## config.mk

```make
export PLATFORM = sky130hd
export DESIGN_NAME = inst_mem_loader
export DESIGN_NICKNAME = d
export VERILOG_FILES = /design/src/rtl/inst_mem_loader.sv
export SDC_FILE = /design/constraint.sdc
export NUM_CORES = 1
export LEC_CHECK = 0
export ABC_AREA = 1
export BUFFER_PORTS_ARGS = -buffer_cell sky130_fd_sc_hd__buf_2
export CAP_MARGIN = 0
export CORE_ASPECT_RATIO = 1.4
export CORE_MARGIN = 1
export CORE_UTILIZATION = 58
export CTS_CLUSTER_SIZE = 30
export DETAILED_ROUTE_END_ITERATION = 10
export PLACE_DENSITY = 0.8
export SLEW_MARGIN = 20
export SYNTH_ARGS = -nofsm -noshare
export SYNTH_HDL_FRONTEND = slang
export SYNTH_SLANG_ARGS = --single-unit
export TNS_END_PERCENT = 20
```

## constraint.sdc

```tcl
create_clock -name i_clk -period 2.21 [get_ports i_clk]
set_clock_uncertainty 0.1 [all_clocks]
set_input_delay 0.221 -clock i_clk [delete_from_list [all_inputs] [get_ports i_clk]]
set_output_delay 0.221 -clock i_clk [all_outputs]
set_load 0.02 [all_outputs]
```

## src/rtl/inst_mem_loader.sv

```systemverilog
// inst_mem_loader: packs UART bytes big-endian into words and writes them
// sequentially into instruction memory until a HALT word, full memory or timeout.
module inst_mem_loader #(
  parameter int INST_SZ = 32,
  parameter int PC_SZ = 32,
  parameter int BYTE_SZ = 8,
  parameter int MEM_DEPTH = 256,
  parameter logic [INST_SZ-1:0] HALT_INST = 32'hFFFFFFFF,
  parameter int TIMEOUT_CYC = 100000
) (
  input  logic               i_clk,
  input  logic               i_reset,
  input  logic               i_start,
  input  logic [BYTE_SZ-1:0] i_rx_data,
  input  logic               i_rx_valid,
  output logic               o_write,
  output logic [INST_SZ-1:0] o_instruction,
  output logic [PC_SZ-1:0]   o_addr,
  output logic               o_loading,
  output logic               o_done,
  output logic               o_error,
  output logic [PC_SZ-1:0]   o_inst_count
);
  localparam int BPW = INST_SZ / BYTE_SZ;
  localparam int BW = $clog2(BPW + 1);
  localparam int TW = $clog2(TIMEOUT_CYC + 1);
  localparam logic [PC_SZ-1:0] LAST_ADDR = PC_SZ'((MEM_DEPTH - 1) * 4);
  typedef enum logic [2:0] {IDLE, RECV, WRITE, DONE, ERROR} state_t;
  state_t state, state_n;
  logic [INST_SZ-1:0] word, word_n, last, last_n;
  logic [BW-1:0] bcnt, bcnt_n;
  logic [TW-1:0] tmo, tmo_n;
  logic [PC_SZ-1:0] addr, addr_n, cnt, cnt_n;
  always_ff @(posedge i_clk or negedge i_reset) begin
    if (!i_reset) begin
      state <= IDLE;
      word <= '0;
      last <= '0;
      bcnt <= '0;
      tmo <= '0;
      addr <= '0;
      cnt <= '0;
    end else begin
      state <= state_n;
      word <= word_n;
      last <= last_n;
      bcnt <= bcnt_n;
      tmo <= tmo_n;
      addr <= addr_n;
      cnt <= cnt_n;
    end
  end
  always_comb begin
    state_n = state;
    word_n = word;
    last_n = last;
    bcnt_n = bcnt;
    tmo_n = tmo;
    addr_n = addr;
    cnt_n = cnt;
    case (state)
      RECV: begin
        if (i_rx_valid) begin
          word_n = {word[INST_SZ-BYTE_SZ-1:0], i_rx_data};
          tmo_n = '0;
          bcnt_n = (bcnt == BW'(BPW - 1)) ? '0 : bcnt + 1'b1;
          state_n = (bcnt == BW'(BPW - 1)) ? WRITE : RECV;
        end else if (bcnt != '0) begin
          // only a partially received word can time out
          tmo_n = (tmo == TW'(TIMEOUT_CYC - 1)) ? '0 : tmo + 1'b1;
          state_n = (tmo == TW'(TIMEOUT_CYC - 1)) ? ERROR : RECV;
        end
      end
      WRITE: begin
        last_n = word;
        cnt_n = cnt + 1'b1;
        tmo_n = '0;
        // a byte arriving during the write starts the next word
        word_n = i_rx_valid ? INST_SZ'(i_rx_data) : word;
        bcnt_n = i_rx_valid ? BW'(1) : '0;
        state_n = (word == HALT_INST) ? DONE : (addr == LAST_ADDR) ? ERROR : RECV;
        addr_n = (word == HALT_INST || addr == LAST_ADDR) ? addr : addr + PC_SZ'(4);
      end
      default: begin
        if (i_start) begin
          state_n = RECV;
          addr_n = '0;
          cnt_n = '0;
          bcnt_n = '0;
          tmo_n = '0;
        end
      end
    endcase
  end
  assign o_write = state == WRITE;
  assign o_instruction = o_write ? word : last;
  assign o_addr = addr;
  assign o_loading = state == RECV || state == WRITE;
  assign o_done = state == DONE;
  assign o_error = state == ERROR;
  assign o_inst_count = cnt;
endmodule

```

After elaboration in Yosys (flattened, before gate mapping) --
Index checks and enable logic that the tools add are counted.
Operators by class: add/sub/neg operators 4, eq/ne operators 12, multiplexer cells 26, bitwise gates (word level) 1, reductions and logical operators 11
Operator list (number):
- $pmux 32 s2 | 3
- $mux 32 | 5
- $mux 17 | 4
- $pmux 17 s2 | 1
- $add 32x1->32 const B | 1
- $add 32x3->32 const B | 1
- $eq 32x10->1 const B | 1
- $eq 32x32->1 const B | 1
- $mux 3 | 9
- $add 17x1->17 const B | 1
- $eq 17x17->1 const B | 1
- $pmux 3 s2 | 2
- $eq 3x2->1 const B | 3
- $ne 2x2->1 const B | 3
- $reduce_and 2->1 | 3
- $reduce_and 3->1 | 2
- $reduce_bool 3->1 | 2
- $reduce_bool 2->1 | 2
- $add 3x1->3 const B | 1
- $eq 3x1->1 const B | 1
- $eq 3x3->1 const B | 1
- $ne 3x3->1 const B | 1
- $logic_or 1x1->1 | 2
- $mux 2 | 1
- other kinds (2) | 2
Word-level totals: register bits 151, output and inout port bits 100, word-level logic and storage cells 61

Depth between registers and ports, before layout --
Gate-level depths: netlist (run 1).
depth in word-level cells 5, mapped depth 13, depth with buffers taken out 12

Worst setup path after synthesis (run 1) --
Ideal clock, no wire load.
path kind register to output, start reg state[2], end out o_instruction[0], arrival time 1.552 ns, path slack 0.337 ns, stages on the path, launching flop included 7, path buffers 3, cells stage by stage dfrtp_1 -> inv_2 -> nand3_1 -> buf_4 -> buf_2 -> buf_2 -> o21ai_0
Between the ends: cells in the longest elaborated chain, start to end 2
Ends and longest elaborated chain:
- from (decl) | RTL line 29 | state_t state, state_n;
- from (signal assigned) | RTL line 44 | state <= state_n;
- $eq 3x2->1 | RTL line 95 | assign o_write = state == WRITE;
- $mux 32
- to (decl) | RTL line 17 | output logic [INST_SZ-1:0] o_instruction,
No other way between the ends.

Worst setup path in the final report (run 1) --
start reg state[0], end out o_instruction[24]
Same word-level chain as after synthesis.

==> results.yml, run 1 <==
run_status:
  outcome: "finished, final reports clean"
die:
  io_pins: 112
  fp.dieH_um: 141.5
  die_area_um2: 14370
  die_x_um: 101.6
  initial_core_util: 0.5990
  rows: 50
  coreArea_um2: 13450
finish:
  insertedDiodeCount: 0
  fillers: 1101
  area_growth_pct: 18.95
  drive_above_1_share: 0.1624
  final_cell_area_um2: 9583
  nNetsFinal: 1249
sta:
  period_minus_slack_ns: 2.119
  fin_tns_setup_ns: 0
  hold_viol: 0
  max_freq_ghz: 0.4720
  rsz0062_at_grt: "yes"
  fin_crit_sh: 0.9587
  whs_ns: 0.1159
  finalSetupViolCount: 0
  final_max_slew_viol_count: 0
  timing.final.ws_setup_ns: 0.09128
  slew_headroom: 0.6284
  worstMarginPinSlew_ns: 0.5574
placement:
  gp_congestion: 0.9255
  placed_area_um2: 8832
  dp_slack_ns: 0.2165
  portBuffers: 109
  hpwl_um: 14570
clocking:
  cts_tree: "yes"
  numCtsBuffers: 17
  path_clk_slew_ns: 0.07
  ctsRootBufferMaster: "clkbuf_16"
  insertion_delay_ns: 0.43
  h-tree-depth: 4
  clock_path_buffers: 2
  clock-sinks: 149
setup_path:
  rr_endpoint: "o_addr[18]"
  r2r_start: "o_addr[2]"
  critPathKind: "register to output port"
  path_depth: 5
  crit_arrival_ns: 1.80
  cp_cell_sequence: "inv_2, nand3_4, buf_16, o21ai_0, buf_2"
  r2r_setup_slack_ns: 0.22
  required_ns: 1.89
  cpMaxStageDelayCell: "dfrtp_1"
  cpPeakStageDelay_ns: 0.41
  critPathLaunchType: "register"
  end_kind: "output port"
  critPathMaxFanout: 40
  r2r_cells: 9
  crit_family: "buffers and inverters"
  crit_buf_inv: 3
synth:
  ys_ff_latch: 149
  synth.avg_cell_area_um2: 7.271
  yosysWarnings: 0
  netlist_area_um2: 8056
  synth.area.top_cells: "dfrtp_1 (46%), nand2_1 (16%), nor2_1 (7.2%)"
  syn_inst: 1108
  synth_cell_types: 38
  synth.largest_area_cell: "dfrtp_1"
  synth_top_area_frac: 0.4628
  synth.yosys.seq_area_share: 0.4628
global_route:
  antenna_found_initial: 0
  grt_usage: 0.3019
  grt-ovfl-total: 0
  grt_pass1_vias: 7290
  grt_pass1_wl_um: 33930
  grt_start_max_net_pins: 81
power:
  power.density_nw_per_um2: 894.3
  vdd_drop_max_mv: 0.6990
  p_leak_nw: 4.531
route:
  vias: 7751
  finalWirelength_um: 20760
  routedWlPerCell_um: 14.56
  dr.first_iter.drc_count: 398
  viasPerCell: 5.435
  drc: 0
  ant_nets: 0
  dr.pass1.iters: 5
hold_path:
  hold_path_end: "bcnt[0]"
  hold_depth: 5
  hp-class: "input pin to register"
  hp-start: "i_rx_valid"
flow_run:
  drv_cap: 0
[worst min-delay path, stage by stage]
cell and delay, ns:
buf_2 0.12, nand2_1 0.07, o31ai_1 0.07, nand2_1 0.05, o21ai_0 0.07
[layout by cell type (no fill, tap or decap), types with 7 or more instances in the layout]
cell	netlist	routed
inv_1	112	111
nor2_1	155	155
dlygate4sd3_1	0	9
buf_2	14	108
xnor2_1	12	12
nand4_1	10	10
a21oi_1	21	21
inv_8	0	7
nand3_1	77	76
dfrtp_1	149	149
xor2_1	8	8
o21ai_1	18	41
buf_4	6	13
o21ai_0	73	49
nand2_1	338	338
nor3_1	22	22
clkbuf_16	0	18
inv_2	8	9
nand2_2	13	13
o22ai_1	26	26
[registers in the layout, indices dropped and copies added (netlist names)]
register	count
last	32
tmo	17
o_addr	30
o_inst_count	32
word	32
state	3
bcnt	3
[cell usage after synthesis (all sizes together)]
library cell,number
nand2,352
nor2,162
dfrtp,149
inv,122
o21ai,91
nand3,81
o22ai,26
buf,24
nor3,24
a21oi,22
xnor2,12
clkbuf,10
nand4,10
xor2,8
ha,6
a22oi,2
a21o,1
and3,1
conb,1
nor3b,1
o21a,1
o31ai,1
or2,1
[routing by layer]
| layer | global-route usage | up-vias | wire [µm] |
|---|---|---|---|
| met5 | 0 | - | 0 |
| met4 | 0.1335 | 0 | 527 |
| met3 | 0.05123 | 43 | 931 |
| met2 | 0.5174 | 255 | 10810 |
| li1 | - | 3775 | - |
| met1 | 0.3697 | 3678 | 8491 |
[report_power, final]
part	internal (mW)	leakage, nW	switching (mW)
registers	3.18	2.02	0.226
logic	0.657	2.22	1.60
clock network	1.53	0.291	1.38
[worst max-delay path by stage]
stage / from / endpoint
2_1_floorplan: state[2] / o_instruction[0]
3_3_place_gp: o_inst_count[0] / o_inst_count[22]
3_5_place_dp: o_inst_count[0] / o_inst_count[22]
4_1_cts: state[0] / o_instruction[2]
5_1_grt: state[0] / o_instruction[23]
6_report: state[0] / o_instruction[24]
[final cells by class]
| cell class | count | area, µm² | area share |
|---|---|---|---|
| flip-flops and latches | 149 | 3729 | 0.3891 |
| multi-input cells | 804 | 3695 | 0.3856 |
| well taps | 182 | 227.7 | 0.02376 |
| repair buffers | 137 | 863.3 | 0.09009 |
| inverters | 122 | 467.9 | 0.04883 |
| clock buffers | 17 | 425.4 | 0.04439 |
| clock inverters | 15 | 175.2 | 0.01828 |
[metrics by stage]
| step | instances | power [mW] | utilization |
|---|---|---|---|
| finish | 1426 | 8.570 | 0.7125 |
| floorplan | 1109 | 4.953 | - |
| CTS | 1423 | 8.545 | 0.7083 |
| detailed placement | 1382 | 5.625 | 0.6567 |
| global placement | 1382 | 5.569 | 0.6567 |
| global route | 1426 | 8.989 | 0.7125 |
[cell families (layout without fill, tap and decap cells)]
| logic type | after synthesis | count (layout) | synth area share |
|---|---|---|---|
| AOI/OAI and AO/OA | 144 | 144 | 0.09645 |
| xor gates and xnor gates | 20 | 20 | 0.02174 |
| adders and majority gates | 6 | 6 | 0.009318 |
| buffers and inverters | 156 | 291 | 0.08107 |
| DFF | 149 | 149 | 0.4628 |
| other | 1 | 2 | 0.0004655 |
| and+or+nand+nor | 632 | 632 | 0.3282 |
[repair_timing]
item	in CTS	in global routing
hold endpoints to repair	62	0
endpoints found under the setup margin	15	35
cloned	0	1
buffers inserted	0	2
hold buffers	9	0
gates resized for setup	9	21
Power figures use the tool's default switching activity.
==> inputs of run 2 (changes only) <==
Settings changed: CTS_CLUSTER_DIAMETER set to 30, PLACE_DENSITY 0.8 to 0.88.
==> run 2 against run 1 <==
Power shrank 0.89%. Maximum frequency barely moved. Cell area fell by 0.59%. Critical path depth did not move. Register-to-register slack got worse by 0.09 ns. Critical path type unchanged. Largest cell class unchanged. Largest power group unchanged. Highest routed layer unchanged.
==> results.yml, run 2 (same netlist as run 1, synthesis figures left out) <==
run_status:
  outcome: "finished, final reports clean"
sta:
  rsz0062_at_grt: "yes"
  fin_tns_setup_ns: 0
  finalSetupViolCount: 0
  hold_viol: 0
  slew_headroom: 0.6486
  worstMarginPinSlew_ns: 0.5230
  fin_crit_sh: 0.9581
  max_freq_ghz: 0.4723
  final_max_slew_viol_count: 0
  period_minus_slack_ns: 2.117
die:
  coreArea_um2: 13450
  die_x_um: 101.6
  io_pins: 112
  die_area_um2: 14370
  rows: 50
  initial_core_util: 0.5990
  fp.dieH_um: 141.5
setup_path:
  r2r_cells: 10
  critPathLaunchType: "register"
  crit_buf_inv: 3
  r2r_start: "o_inst_count[0]"
  critPathMaxFanout: 45
  cpMaxStageDelayCell: "dfrtp_1"
  cpPeakStageDelay_ns: 0.42
  crit_family: "buffers and inverters"
  r2r_setup_slack_ns: 0.13
  crit_arrival_ns: 1.80
  end_kind: "output port"
  critPathKind: "register to output port"
  rr_endpoint: "o_inst_count[22]"
  required_ns: 1.89
  cp_cell_sequence: "inv_2, nand3_4, buf_12, o21ai_0, buf_2"
finish:
  multi_input_area_um2: 3691
  insertedDiodeCount: 0
  layout_commonest_cell: "nand2_1"
  layoutNonFillerInstCount: 1425
  fillers: 1112
  drive_above_1_share: 0.1617
  nNetsFinal: 1248
  final_cell_mix: "nand2_1 (338), nor2_1 (155), dfrtp_1 (148)"
  final_cell_area_um2: 9527
  utilization: 0.7083
  regArea_um2: 3730
  area_growth_pct: 18.25
clocking:
  ctsRootBufferMaster: "clkbuf_16"
  path_clk_slew_ns: 0.07
  insertion_delay_ns: 0.42
  clock_path_buffers: 2
  h-tree-depth: 4
  clock-sinks: 149
  numCtsBuffers: 17
  cts_tree: "yes"
power:
  p_switching_mw: 3.153
  pwr-share-comb: 0.263
  power.density_nw_per_um2: 891.5
  sw_frac_of_total: 0.3713
  vdd_drop_max_mv: 0.6932
  internal_power_mw: 5.340
  p_leak_nw: 4.506
  pwr-share-seq: 0.402
  clkPwrFrac: 0.335
route:
  dr.first_iter.drc_count: 557
  vias: 7926
  ant_nets: 0
  dr.pass1.iters: 5
  viasPerCell: 5.562
  drc: 0
  finalWirelength_um: 21230
  routedWlPerCell_um: 14.90
placement:
  portBuffers: 109
  placedCellCount: 1382
  placed_area_um2: 8832
  hpwl_um: 14730
  gp_congestion: 0.9578
hold_path:
  hold_path_end: "bcnt[0]"
  hp-start: "i_rx_valid"
  hp-class: "input pin to register"
  hold_depth: 5
global_route:
  grt_use_met1: 0.3626
  grt_usage: 0.3100
  grt_pass1_vias: 7550
  grt_use_met2: 0.5384
  grt-ovfl-total: 0
  grt_most_used_layer: "met2"
  grt_start_max_net_pins: 50
  met3_usage: 0.05813
  grt_pass1_wl_um: 35070
  antenna_found_initial: 0
flow_run:
  drv_cap: 0
## run 2: cell count changes in the layout (fill, tap and decap cells not counted)
cell / delta
o21ai_0: +13
o21ai_2: -1
buf_16: -1
inv_8: -1
dfrtp_1: -1
buf_12: +1
clkinv_2: +1
o21ai_1: -12
dfrtp_2: +1
inv_6: +2
clkbuf_16: -1
clkinv_8: -2
## run 2: through the flow
step / hold slack, ns / total power, mW / setup slack, ns
final: 0.09605 / 8.493 / 0.09263
after floorplan: -0.1746 / 4.953 / 0.3374
after CTS: 0.08850 / 8.470 / -0.03511
after detailed placement: 0.06972 / 5.598 / 0.1622
after global placement: 0.06352 / 5.525 / 0.2149
after global routing: 0.1353 / 8.867 / -0.002595
## run 2: what timing repair did
item,4_1_cts,5_1_grt
hold buffers,9,0
gates resized for setup,7,9
setup buffers,0,2
pin swaps,0,1
endpoints found under the setup margin,8,44
hold endpoints to repair,48,0
## run 2: cell type report
cell class	count	area share
flip-flops and latches	149	0.3915
multi-input cells	804	0.3874
repair buffers	136	0.08721
inverters	122	0.04912
clock buffers	17	0.04465
well taps	182	0.02390
clock inverters	15	0.01615
## run 2: worst reg2reg max path: stages (launching register included)
cell	delay (ns)
dfrtp_1	0.46
ha_1	0.27
nand3_1	0.22
inv_2	0.18
nand2_1	0.09
nor2_2	0.24
nand3_1	0.10
nand2_1	0.12
nand2_1	0.06
nand2_1	0.06
nand2_1	0.05
## run 2: worst max path at each step
stage,depth (start not counted),endpoint,startpoint,slack [ns]
2_1_floorplan,6,o_instruction[0],state[2],0.34
3_3_place_gp,9,o_addr[18],o_addr[2],0.21
3_5_place_dp,10,o_inst_count[22],o_inst_count[0],0.16
4_1_cts,5,o_write,state[0],-0.04
5_1_grt,10,o_inst_count[22],o_inst_count[0],-0.003
6_report,5,o_instruction[25],state[0],0.09
## run 2: power by group through the flow
stage          clock network [mW]  registers, mW  logic [mW]
5_1_grt                      2.97           3.46        2.45
3_5_place_dp                    0           3.44        2.15
2_1_floorplan                   0           3.39        1.56
3_3_place_gp                    0           3.42        2.10
6_report                     2.84           3.42        2.23
4_1_cts                      2.86           3.41        2.21
## run 2: layer usage
metal,routed length [µm],part of all wire,vias to the layer above
li1,-,-,3767
met1,8149,0.38,3684
met2,10940,0.52,387
met3,1325,0.062,88
met4,818,0.039,0
met5,0,0,-
